[src/rtl/pwm_mixer_array.sv]
// N-channel quadrature-encoder to PWM mixer: each channel synchronises, debounces and x1-decodes its encoder.
// The encoder drives a level register that sets the duty cycle of a shared-counter PWM. All state advances on one clk12 tick.
module pwm_mixer_array #(
  parameter int NUM_CH    = 3,
  parameter int DIV_COUNT = 240,
  parameter int HIST_LEN  = 8,
  parameter int PWM_WIDTH = 8,
  parameter int STEP      = 1,
  parameter bit SATURATE  = 1'b1
) (
  input  logic                        clk12,
  input  logic                        reset,
  input  logic [NUM_CH-1:0]           enc_a,
  input  logic [NUM_CH-1:0]           enc_b,
  output logic [NUM_CH-1:0]           pwm_out,
  output logic [NUM_CH*PWM_WIDTH-1:0] level,
  output logic                        tick
);
  localparam int DW = $clog2(DIV_COUNT);
  localparam logic [DW-1:0]        DIV_LAST = DW'(DIV_COUNT - 1);
  localparam logic [DW-1:0]        DIV_PRE  = DW'(DIV_COUNT - 2);
  localparam logic [PWM_WIDTH:0]   STEP_X   = (PWM_WIDTH + 1)'(STEP);
  localparam logic [PWM_WIDTH-1:0] LVL_MAX  = '1;

  logic [DW-1:0]        div_cnt;
  logic [PWM_WIDTH-1:0] pwm_cnt;
  logic [NUM_CH-1:0]    a_s1, a_s2, b_s1, b_s2;

  // tick is registered one cycle early so it is high exactly while div_cnt sits at its last value
  always_ff @(posedge clk12 or posedge reset) begin
    if (reset) begin
      div_cnt <= '0;
      tick    <= 1'b0;
    end else begin
      div_cnt <= (div_cnt == DIV_LAST) ? '0 : div_cnt + DW'(1);
      tick    <= (div_cnt == DIV_PRE);
    end
  end

  always_ff @(posedge clk12 or posedge reset) begin
    if (reset) begin
      a_s1 <= '0;
      a_s2 <= '0;
      b_s1 <= '0;
      b_s2 <= '0;
    end else begin
      a_s1 <= enc_a;
      a_s2 <= a_s1;
      b_s1 <= enc_b;
      b_s2 <= b_s1;
    end
  end

  always_ff @(posedge clk12 or posedge reset) begin
    if (reset)     pwm_cnt <= '0;
    else if (tick) pwm_cnt <= pwm_cnt + PWM_WIDTH'(1);
  end

  for (genvar i = 0; i < NUM_CH; i++) begin : g_ch
    logic [HIST_LEN-1:0]  hist_a, hist_b;
    logic                 db_a, db_b, prev_a, pwm_q;
    logic [PWM_WIDTH-1:0] lvl, lvl_up, lvl_dn;
    logic [PWM_WIDTH:0]   up_sum, dn_diff;

    // one extra bit catches overflow on the way up and borrow on the way down
    always_comb begin
      up_sum  = {1'b0, lvl} + STEP_X;
      dn_diff = {1'b0, lvl} - STEP_X;
      lvl_up  = (SATURATE && up_sum[PWM_WIDTH])  ? LVL_MAX : up_sum[PWM_WIDTH-1:0];
      lvl_dn  = (SATURATE && dn_diff[PWM_WIDTH]) ? '0      : dn_diff[PWM_WIDTH-1:0];
    end

    always_ff @(posedge clk12 or posedge reset) begin
      if (reset) begin
        hist_a <= '0;
        hist_b <= '0;
        db_a   <= 1'b0;
        db_b   <= 1'b0;
        prev_a <= 1'b0;
        lvl    <= '0;
        pwm_q  <= 1'b0;
      end else if (tick) begin
        hist_a <= {hist_a[HIST_LEN-2:0], a_s2[i]};
        hist_b <= {hist_b[HIST_LEN-2:0], b_s2[i]};
        if (&hist_a)       db_a <= 1'b1;
        else if (~|hist_a) db_a <= 1'b0;
        if (&hist_b)       db_b <= 1'b1;
        else if (~|hist_b) db_b <= 1'b0;
        prev_a <= db_a;
        if (db_a && !prev_a) lvl <= db_b ? lvl_dn : lvl_up;
        pwm_q <= (pwm_cnt < lvl);
      end
    end

    assign level[i*PWM_WIDTH +: PWM_WIDTH] = lvl;
    assign pwm_out[i] = pwm_q;
  end

endmodule

[config.mk]
export PLATFORM = sky130hd
export DESIGN_NAME = pwm_mixer_array
export DESIGN_NICKNAME = d
export VERILOG_FILES = /design/src/rtl/pwm_mixer_array.sv
export SDC_FILE = /design/constraint.sdc
export NUM_CORES = 1
export LEC_CHECK = 0
export CAP_MARGIN = 40
export CORE_ASPECT_RATIO = 0.5
export CORE_MARGIN = 3
export CORE_UTILIZATION = 60
export CTS_CLUSTER_SIZE = 25
export DETAILED_ROUTE_END_ITERATION = 8
export MAX_ROUTING_LAYER = met4
export PLACE_DENSITY_LB_ADDON = 0.08
export SYNTH_ARGS = -nofsm -noshare
export SYNTH_HDL_FRONTEND = slang
export SYNTH_SLANG_ARGS = --single-unit
[constraint.sdc]
create_clock -name clk12 -period 7.15 [get_ports clk12]
set_input_delay 2.145 -clock clk12 [delete_from_list [all_inputs] [get_ports clk12]]
set_output_delay 2.145 -clock clk12 [all_outputs]
set_load 0.05 [all_outputs]
=== After elaboration in Yosys (flattened, before gate mapping) ===
Cells that the tools add are included.

* Register bits after elaboration: 113
* Input port bits: 8
* Word-level logic and storage cells: 96
* Output and inout port bits: 28

* Add/subtract/negate cells: 8
* $lt $le $gt $ge: 3
* Mux-type cells: 22
* Eq/ne operators: 8
* Reductions and logical operators: 27

{| class="wikitable"
|+ Operator list
! kind !! count
|-
| 8-bit 2-to-1 mux || 10
|-
| 8-bit AND reduction || 6
|-
| 8-bit OR reduction || 6
|-
| 8-bit by 1-bit adder with 9-bit output, second input constant || 3
|-
| 8-bit by 1-bit subtractor with 9-bit output, second input constant || 3
|-
| 8-bit less-than comparator || 3
|-
| 2-bit AND reduction || 9
|-
| 8-bit by 1-bit adder with 8-bit output, second input constant || 2
|-
| 8-bit equality test, second input constant || 2
|-
| 1-bit 2-to-1 mux || 12
|-
| 2-bit inequality test, second input constant || 6
|-
| 1-bit logical AND || 3
|-
| 1-bit zero test || 3
|}

=== Depth between registers and ports, before layout ===
* Depth after elaboration: 3
* Mapped depth: 7
* Gate-level depth less buffers: 6

=== Worst setup path after synthesis ===
OpenSTA, ideal clock, no wires.

* Kind: register to output
* Start: register g_ch[1].lvl[5]
* End: output level[13]
* Data arrival time: 0.720 ns
* Stages on the path, launching flop included: 1
* Buffers on the path: 0
* Path slack: 4.285 ns
* Data required time: 5.005 ns
* Path through: dfrtp_1

{| class="wikitable"
|+ RTL lines
! what !! line !! text
|-
| start: declaration || 62 || <nowiki>logic [PWM_WIDTH-1:0] lvl, lvl_up, lvl_dn;</nowiki>
|-
| start signal: assignment || 90 || <nowiki>if (db_a && !prev_a) lvl <= db_b ? lvl_dn : lvl_up;</nowiki>
|-
| end: declaration || 16 || <nowiki>output logic [NUM_CH*PWM_WIDTH-1:0] level,</nowiki>
|}

No word-level cell between the ends.

=== Worst setup path in the final report ===
* Start: register tick
* End: output tick

{| class="wikitable"
|+ RTL lines
! what !! line !! text
|-
| start: declaration || 17 || <nowiki>output logic tick</nowiki>
|-
| start signal: assignment || 36 || <nowiki>tick <= (div_cnt == DIV_PRE);</nowiki>
|}

No word-level cell between the ends.

==> reports/summary.txt <==
H-tree depth = 4
P_sw = 0.000293 W
Hold EP = a_s2[0]$_DFF_PP0_
# hold bufs at CTS = 0
Worst Max-Slew Pin Slew = 0.588 ns
cell count after synthesis = 588
Sequential Power Share = 44.2%
Final Util = 73.3%
Seq/Total Area, Yosys = 46.6%
Placed Area = 6500 um^2
synthesized net count = 626
leakage = 3.12 nW
RePlAce Congestion = 0.919
WP depth = 1
vias in the first global route = 4503
Mapped Area = 6070 um^2
Fmax = 0.241 GHz
Final Total Pwr = 0.00146 W
Post-CTS Resized = 0
synth top area cells = dfrtp_1 (47%), mux2_2 (9.3%), ha_1 (6.2%), o21ai_0 (3.2%), nand2_1 (2.8%)
CP arrival = 2.00 ns
Post-DRT Antenna Nets = 0
clock-pin slew on the worst setup and hold paths = 0.05 ns
Synth top cells by count = dfrtp_1 (113), mux2_2 (50), nand2_1 (46)
Critical Path Source Type = register
EDFF count, synth = 0
Clk network pwr share = 54.6%
Max Slew Vio Count = 0
slowest stage cell, crit path = clkdlybuf4s50_1
1st-iter DRT viols = 263
maxcap violations = 0
Hold Vio Cnt, Final = 0
IO buf count = 35
# diodes = 0
worst rel slew slack = 60.4%
total negative setup slack = 0 ns
fin crit period = 4.15 ns
FF+latch count, synth = 113
Tcrit/Tclk final = 58.0%
r2r setup slk = 4.59 ns
Netlist cell types = 62
CTS tree = done
routed wl met3 = 878 um
fraction of layout cells with a size suffix above 1 = 15.2%
Pre-antenna DRT Iters = 5
global-route wire length before repair = 21.9 mm
initial antenna violation count = 0
WHS = 0.347 ns
Initial Utilization = 63.0%
RSZ-0062 raised after global routing = no
reg2reg start = g_ch[1].lvl[1]$_DFFE_PP0P_
WL/cell = 16.5 um
Syn Area/Cell = 10.3 um^2
met1 WL = 5.94 mm
All-Layer GR Usage = 24.1%
grt ovf = 0
clk sinks = 113
CP Buf/Inv Count = 1
final setup vio count = 0
clk_lat worst skew = 0.41 ns
Hold WC Path Type = reg -> reg
Largest delay share family, worst path = buffers and inverters
asr flop ratio synth = 100%
I/O Pins = 36
vias = 4702
P_int = 0.00117 W
IR drop worst, VDD = 0.000187 V
RR Endpoint = g_ch[1].lvl[7]$_DFFE_PP0P_
Core Area = 9630 um^2
combinational share of power = 1.2%
DRC = 0
YS warnings = 0
Register-to-Register Path Depth = 6
WHS Path Cells = 0
Nets = 652
final instance area = 7070 um^2
postcts setup bufs = 0
uppermost layer routed = met4
synth-to-layout area growth = 16.4%
total wire length = 12.5 mm
kind of critical path = reg -> out
final setup skew = 0.0126 ns
top cell type's share of synthesized area = 46.6%
Crit. End Element = output pin
Vias/cell = 6.18
FP Rows = 25
status = complete, no violations
Most used DFF post-synth = dfrtp_1
Die Span X = 148 um
CP max stage delay = 0.90 ns
CTS Buf Count = 17
Clock Tree Buf Depth = 2
switching share of power = 20.1%
critical path cell sequence = clkdlybuf4s50_1
crit path max fanout = 25
Hold Crit Start = a_s1[0]$_DFF_PP0_
Die H = 77.1 um
most common cell in the netlist = dfrtp_1
pwr dens = 207 nW/um^2
dpl hpwl = 8.29 mm
die area = 11400 um^2
Met2 Routed Length = 5.62 mm
root buffer cell = clkbuf_16
largest area contributor in the netlist = dfrtp_1
pin count of the biggest net entering global routing = 65
Req. time, crit path = 5.01 ns
==> sequential cells by signal, summed over array words and instances, names as in the netlist <==
| register | count |
|---|---|
| g_ch.hist_a | 24 |
| pwm_cnt | 8 |
| g_ch.db_a | 3 |
| g_ch.db_b | 3 |
| g_ch.hist_b | 24 |
| g_ch.prev_a | 3 |
| g_ch.lvl | 24 |
| a_s1 | 3 |
| div_cnt | 8 |
| b_s2 | 3 |
| g_ch.pwm_q | 3 |
| a_s2 | 3 |
| b_s1 | 3 |
| tick | 1 |
==> area by class of cell <==
cell class / instances / area, um^2
clock buffers: 21 / 450
clock inverters: 10 / 114
fillers: 661 / 2570
inverters: 33 / 126
multi-input cells: 410 / 2970
flip-flops and latches: 113 / 2830
well taps: 135 / 169
repair buffers: 39 / 403
==> worst max-delay path by stage <==
stage                   startpoint                    endpoint  slack (ns)
finish              tick$_DFF_PP0_                        tick        3.00
global route        tick$_DFF_PP0_                        tick        2.92
CTS                 tick$_DFF_PP0_                        tick        2.99
detailed placement  tick$_DFF_PP0_                        tick        3.44
global placement             reset  g_ch[0].lvl[4]$_DFFE_PP0P_        3.29
floorplan                    reset           a_s1[0]$_DFF_PP0_        2.02
==> per-stage QoR <==
step                std cells  worst slack (ns)
global placement          728              3.29
floorplan                 588              2.02
CTS                       761              2.99
detailed placement        730              3.44
finish                    761              3.00
global route              761              2.92
==> power groups by stage <==
stage / combinational (W) / clock, W / sequential (W)
detailed placement: 0.0000193 / 0 / 0.000655
CTS: 0.0000192 / 0.000805 / 0.000645
floorplan: 0.00000930 / 0 / 0.000655
global placement: 0.0000172 / 0 / 0.000655
global route: 0.0000209 / 0.000845 / 0.000644
finish: 0.0000181 / 0.000796 / 0.000645
==> cells by family after synthesis <==
group                      share of synthesized area (%)
muxes                                               9.61
buffers and inverters                               4.39
DFF                                                 46.6
and+or+nand+nor                                     16.6
AOI/OAI and AO/OA                                   14.6
adders and majority gates                           6.19
xor gates and xnor gates                            2.02
==> routing by layer <==
layer / GRT usage (%) / vias up
met2: 34.3 / 174
met4: 5.99 / 0
met1: 33.9 / 2256
li1: - / 2260
met5: - / -
met3: 7.62 / 12
==> layout by cell type, fill, tap and decap left out, types with 4 or more instances in the layout <==
cell	instances
nand3b_1	4
nand4_1	19
o31a_1	4
a21oi_1	19
xor2_1	7
dfrtp_1	112
xnor2_1	7
or4_1	13
inv_1	32
clkinvlp_4	4
nor4_1	9
nand3_1	19
o21ai_0	39
a31oi_1	9
clkbuf_16	17
ha_1	30
nand2b_1	7
nor2_1	27
o211ai_1	10
o41ai_1	4
mux2_2	50
a41oi_1	4
nor3_1	12
and3b_1	5
clkdlybuf4s50_1	35
o31ai_1	6
nand2_1	46
and3_1	9
Note: power is estimated with default switching activity, not from simulation.
